==> config.mk <==
export PLATFORM = sky130hd
export DESIGN_NAME = if_fetch_ctrl
export DESIGN_NICKNAME = d
export VERILOG_FILES = /design/src/rtl/if_fetch_ctrl_pkg.sv /design/src/rtl/if_perf_cnt.sv /design/src/rtl/if_fetch_ctrl.sv
export SDC_FILE = /design/constraint.sdc
export NUM_CORES = 1
export LEC_CHECK = 0
export ABC_AREA = 1
export CAP_MARGIN = 40
export CORE_UTILIZATION = 34
export CTS_CLUSTER_SIZE = 40
export DETAILED_ROUTE_END_ITERATION = 16
export PLACE_DENSITY = 0.76
export SYNTH_ARGS = -nofsm -noshare
export SYNTH_HDL_FRONTEND = slang
export SYNTH_SLANG_ARGS = --single-unit
==> constraint.sdc <==
create_clock -name clk -period 1.1 [get_ports clk]
set_clock_uncertainty 0.05 [all_clocks]
set_input_delay 0.165 -clock clk [delete_from_list [all_inputs] [get_ports clk]]
set_output_delay 0.165 -clock clk [all_outputs]
set_load 0.01 [all_outputs]
==> src/rtl/if_fetch_ctrl_pkg.sv <==
// Shared types and widths for the IF-stage instruction fetch controller.
// Bus widths are fixed at 32 bits; the stall vector is 6 bits wide.
package if_fetch_ctrl_pkg;

  localparam int INST_W  = 32;
  localparam int ADDR_W  = 32;
  localparam int STALL_W = 6;
  localparam int CNT_W   = 32;

  typedef enum logic [1:0] {
    IF_IDLE = 2'd0,
    IF_ADDR = 2'd1,
    IF_DATA = 2'd2,
    IF_DROP = 2'd3
  } if_state_e;

  // Saturating increment: sticks at all-ones instead of wrapping to zero.
  function automatic logic [CNT_W-1:0] sat_inc(input logic [CNT_W-1:0] v);
    return (v == {CNT_W{1'b1}}) ? v : v + 1'b1;
  endfunction

endpackage

==> src/rtl/if_perf_cnt.sv <==
// Saturating 32-bit event counter with increment enable and synchronous
// active-high clear; used for the optional fetch performance counters.
module if_perf_cnt
  import if_fetch_ctrl_pkg::*;
(
  input  logic             clk,
  input  logic             rst,
  input  logic             inc_i,
  output logic [CNT_W-1:0] cnt_o
);

  logic [CNT_W-1:0] cnt_q;
  logic [CNT_W-1:0] cnt_d;

  always_comb begin
    cnt_d = cnt_q;
    if (inc_i) cnt_d = sat_inc(cnt_q);
  end

  always_ff @(posedge clk) begin
    if (rst) cnt_q <= '0;
    else     cnt_q <= cnt_d;
  end

  assign cnt_o = cnt_q;

endmodule

==> src/rtl/if_fetch_ctrl.sv <==
// IF-stage fetch sequencer over a split address/data handshake bus; buffers one word.
// Optional perf counters (fetches completed, stall cycles) under `IF_FETCH_CTRL_PERF_EN.
module if_fetch_ctrl
  import if_fetch_ctrl_pkg::*;
(
  input  logic               clk,
  input  logic               rst,
  input  logic [ADDR_W-1:0]  pc,
  input  logic               ce,
  input  logic [STALL_W-1:0] stall,
  input  logic               flush,
  output logic               inst_req,
  output logic [ADDR_W-1:0]  inst_addr,
  input  logic               inst_addr_ok,
  input  logic               inst_data_ok,
  input  logic [INST_W-1:0]  inst_rdata,
  output logic [INST_W-1:0]  inst,
  output logic               inst_valid,
  output logic               stallreq_if
`ifdef IF_FETCH_CTRL_PERF_EN
  ,
  output logic [CNT_W-1:0]   perf_fetch_cnt,
  output logic [CNT_W-1:0]   perf_wait_cnt
`endif
);

  if_state_e         state_q;
  logic              drop_q;
  logic              inst_req_q;
  logic [ADDR_W-1:0] inst_addr_q;
  logic [INST_W-1:0] inst_q;
  logic              inst_valid_q;

  // Only stall[0] (PC hold) matters to fetch; later-stage bits are ignored.
  logic unused_stall;
  assign unused_stall = ^stall[STALL_W-1:1];

  always_ff @(posedge clk) begin
    if (rst) begin
      state_q      <= IF_IDLE;
      drop_q       <= 1'b0;
      inst_req_q   <= 1'b0;
      inst_addr_q  <= '0;
      inst_q       <= '0;
      inst_valid_q <= 1'b0;
    end else begin
      // Flush outranks consumption; a completing fetch below overrides both.
      if (flush)                          inst_valid_q <= 1'b0;
      else if (inst_valid_q && !stall[0]) inst_valid_q <= 1'b0;

      case (state_q)
        IF_IDLE: begin
          if (ce && !inst_valid_q && !flush) begin
            state_q     <= IF_ADDR;
            inst_req_q  <= 1'b1;
            inst_addr_q <= pc;
            drop_q      <= 1'b0;
          end
        end
        IF_ADDR: begin
          // The request must stay up until accepted; a flush only marks it doomed.
          if (inst_addr_ok) begin
            inst_req_q <= 1'b0;
            drop_q     <= 1'b0;
            state_q    <= (flush || drop_q) ? IF_DROP : IF_DATA;
          end else if (flush) begin
            drop_q <= 1'b1;
          end
        end
        IF_DATA: begin
          if (inst_data_ok) begin
            state_q <= IF_IDLE;
            if (!flush) begin
              inst_q       <= inst_rdata;
              inst_valid_q <= 1'b1;
            end
          end else if (flush) begin
            state_q <= IF_DROP;
          end
        end
        IF_DROP: begin
          if (inst_data_ok) state_q <= IF_IDLE;
        end
        default: state_q <= IF_IDLE;
      endcase
    end
  end

  assign inst_req    = inst_req_q;
  assign inst_addr   = inst_addr_q;
  assign inst        = inst_q;
  assign inst_valid  = inst_valid_q;
  assign stallreq_if = ce & ~inst_valid_q;

`ifdef IF_FETCH_CTRL_PERF_EN
  logic fetch_done;
  assign fetch_done = (state_q == IF_DATA) && inst_data_ok && !flush;

  if_perf_cnt u_fetch_cnt (
    .clk   (clk),
    .rst   (rst),
    .inc_i (fetch_done),
    .cnt_o (perf_fetch_cnt)
  );

  if_perf_cnt u_wait_cnt (
    .clk   (clk),
    .rst   (rst),
    .inc_i (stallreq_if),
    .cnt_o (perf_wait_cnt)
  );
`endif

endmodule

==> summary by stage <==
Clocking
The clock net sink count is 69. The number of levels the H-tree was split into is 3. The clock latency reported for the late side of the worst-skew pair is 0.33 ns. The clock-pin slew on the worst setup and hold paths is 0.07 ns. In this run the deepest clock path goes through 2 buffers.

After clock tree synthesis, the flow added hold-fix buffers numbering 0. The CTS tree is built. The buffer cell driving the clock tree root is sky130_fd_sc_hd__clkbuf_8.

The number of buffers created by CTS is 9.

Worst setup path
The sort of element at the end of the critical path is a flop. The worst flop-to-flop path endpoint is state_q[1]$_SDFFE_PP0P_. The critical path startpoint is state_q[1]$_SDFFE_PP0P_. STA puts the critical path data arrival time at 1.52 ns. In this run the register-to-register setup slack is -0.21 ns. The kind of critical path is reg2reg. For the worst setup path, the data required time is 1.31 ns. The largest driver fanout on the critical path is 3. The most critical setup path has its endpoint at state_q[1]$_SDFFE_PP0P_. The number of cells on the worst reg-to-reg path is 9.

The worst register-to-register path begins at state_q[1]$_SDFFE_PP0P_. STA classifies the critical path startpoint as a flop.

Logic synthesis
Counting distinct cell types in the post-synthesis netlist gives 15. The largest total area in the synthesized netlist belongs to sky130_fd_sc_hd__dfxtp_1. The post-synthesis instance total is 323.

The cell area after synthesis is 2510 µm². The portion of synthesized cell area occupied by the leading cell type is 0.5503. In this run the mean area of a mapped cell was 7.771 µm². The number of nets in the synthesized netlist is 399. The synthesized design contains 69 register bits. For this run, the register share of the synthesized area comes to 0.5503. Ranked by total cell area, the synthesized netlist is headed by sky130_fd_sc_hd__dfxtp_1 55%, sky130_fd_sc_hd__nor2_1 20%, sky130_fd_sc_hd__o21ai_0 14%, sky130_fd_sc_hd__buf_6 2.7%, sky130_fd_sc_hd__nand2_1 1.5%. The Yosys step of the flow raised 0 warnings.

Outcome
The final reports fail on setup timing. The flow ran to the end, but the final reports show violations.

Drt
Summed over all layers, the routed wires come to 7536 µm. The number of detailed-routing iterations run before antenna repair is 4. The first routing iteration left 77 violations.

The number of routed nets with antenna violations is 0. The average wire length per cell after detail routing is 13.08 µm. In the routed design, unresolved DRC markers number 0. The via-per-instance ratio is 4.656. The routed layout has 2682 vias.

Floorplanning
The vertical extent of the die is 87.92 µm. The total die area is 7730 µm². In this run the core area contains 30 standard-cell rows. During I/O placement, the number of pins put on the boundary was 143. The floorplan core area is 6944 µm². For this configuration, the core starts out at a cell density of 0.3614. The die is 87.92 µm wide.

STA
In the finished design, the share of the clock period the worst path needs comes to 1.194. Based on the critical path, the design can be clocked at up to 761.7 MHz. For the finished layout, the period the worst path requires is 1.313 ns. Across all setup checks in the final design, the least slack found is -0.2129 ns. Setup violations remaining at the end of the flow were counted as 71. The final-report hold violation count is 0. The setup TNS is -10.22 ns. Measured against its own limit, the worst slew margin works out to 0.8128. Setup repair after global routing could not meet its margin everywhere. The measured slew at the worst slew-check pin is 0.2797 ns. The max-slew violation count was 0.

Power and ir drop
The net switching power of the design is 1.574 mW. Dividing total power by cell area gives a power density of 1511 nW/µm². Of the total power, the clock network draws 0.398. The completed layout was analyzed and its total power is 6.376 mW.

The maximum vdd drop is 0.8813 mV. Of the total power, the share spent switching nets is 0.2468. The cell-internal power is 4.802 mW. The sequential power share is 0.432. Of the total power, combinational logic draws 0.170.

In this run the static leakage power is 1.977 nW.

Global route
Entering global routing, the biggest net connects 35 pins. The number of antenna violations at the first check in global routing is 0. The first global-routing pass estimated 11580 µm of wire. The via count of the first global-routing pass is 2597. Summed over all layers, the global routing overflow is 0. In the global route stage, overall resource usage came out at 0.1900.

Finish
The end-of-flow core utilization is 0.6077. The final cell count without fillers is 576. The layout cell share with drive strength beyond 1 is 0.3396. The layout has 625 filler cells. The sequential cells in the finished layout cover a total of 1421 µm². The post-synthesis to final-layout area growth is 68.15%. The repair_antennas step left the layout with diodes totalling 0. The number of nets in the layout is 551. Summing all multi-input logic gate instances after layout gives 1044 µm².

Placed design
The number of buffers inserted by port buffering is 137. Detailed placement ended at an HPWL of 4843 µm. The number of placed instances, taps included, is 551. Routability-driven placement finished with a final weighted congestion of 0.7663.

Job
Max-cap violations in this run came to 0.

Hold path
The worst hold path begins at ce. The worst hold path belongs to the class in2reg.
-- cells in the mapped netlist, drive strengths merged --
cell type  count
o21ai         68
a21oi          4
clkbuf         9
dfxtp         69
nor2         135
inv           10
nor3           1
nand2         10
buf           10
nand3          7
-- area by class of cell --
type / count / area share
timing repair buffer: 160 / 0.3178
multi-input combinational: 225 / 0.2473
inverter: 10 / 0.01127
tap: 96 / 0.02846
clock inverter: 6 / 0.02579
sequential: 69 / 0.3368
clock buffer: 10 / 0.03261
-- per-layer routing --
metal / track usage / wire length [µm] / part of all wire / up-vias
met3: 0.05372 / 649 / 0.086 / 13
met1: 0.2210 / 3236 / 0.43 / 1216
met4: 0.07452 / 120 / 0.016 / 0
met5: 0 / 0 / 0 / -
li1: - / - / - / 1335
met2: 0.3298 / 3529 / 0.47 / 118
-- layout by cell type (no fill, tap or decap), drive strengths merged --
master	netlist	final
nor2	135	135
buf	10	88
dfxtp	69	69
clkdlybuf4s50	0	68
o21ai	68	68
clkbuf	9	12
inv	10	11
nand2	10	10
nand3	7	7
a21oi	4	4
bufinv	0	3
clkinv	0	2
nor3	1	1
dlymetal6s2s	0	1
dlygate4sd2	0	1
-- critical path, cell delays in order, from the launching register on --
cell,delay [ns]
sky130_fd_sc_hd__dfxtp_2,0.36
sky130_fd_sc_hd__buf_6,0.11
sky130_fd_sc_hd__buf_4,0.10
sky130_fd_sc_hd__buf_6,0.10
sky130_fd_sc_hd__inv_6,0.04
sky130_fd_sc_hd__nand3_2,0.05
sky130_fd_sc_hd__nand2_2,0.08
sky130_fd_sc_hd__nor2_4,0.14
sky130_fd_sc_hd__nand3_1,0.08
sky130_fd_sc_hd__a21oi_1,0.13
-- repair_timing --
item                       4_1_cts  5_1_grt
pin swaps                        0        5
gates cloned                     1        2
buffers inserted                 2        4
setup endpoints to repair      135       76
resized for setup              316       41
-- power groups by stage --
stage	Sequential [mW]	Clock, mW	Combinational [mW]
after floorplan	2.87	0	0.380
after global placement	2.79	0	1.08
final	2.75	2.54	1.08
after detailed placement	2.80	0	1.10
after CTS	2.75	2.58	1.01
after global routing	2.77	2.68	1.20
-- logic make-up after synthesis --
| family | after synthesis | synth area share |
|---|---|---|
| and+or+nand+nor | 153 | 0.2423 |
| DFF | 69 | 0.5503 |
| AOI/OAI and AO/OA | 72 | 0.1436 |
| buffers and inverters | 29 | 0.06380 |
-- worst min-delay path by stage --
stage | endpoint | cells past startpoint
final | inst_req$_SDFFE_PP0P_ | 5
after detailed placement | inst_addr[10]$_SDFFE_PP0P_ | 2
after global placement | inst_req$_SDFFE_PP0P_ | 2
after CTS | inst[6]$_SDFFE_PP0P_ | 3
after global routing | inst_req$_SDFFE_PP0P_ | 5
after floorplan | state_q[0]$_SDFFE_PP0P_ | 1
-- stage by stage --
stage	setup WS, ns	cell area, µm²	hold WS (ns)
floorplan	-0.04809	2517	0.1767
global placement	-0.5168	4026	0.4109
detailed placement	-0.5761	4026	0.4213
CTS	-0.1910	4116	0.3422
global route	-0.2965	4220	0.2338
finish	-0.2129	4220	0.2196
-- flip-flops by register name, indices dropped and copies added, names as in the netlist --
signal / count
drop_q: 1
inst: 32
inst_addr: 32
inst_req: 1
inst_valid: 1
state_q: 2
(Power assumes the default switching activity.)
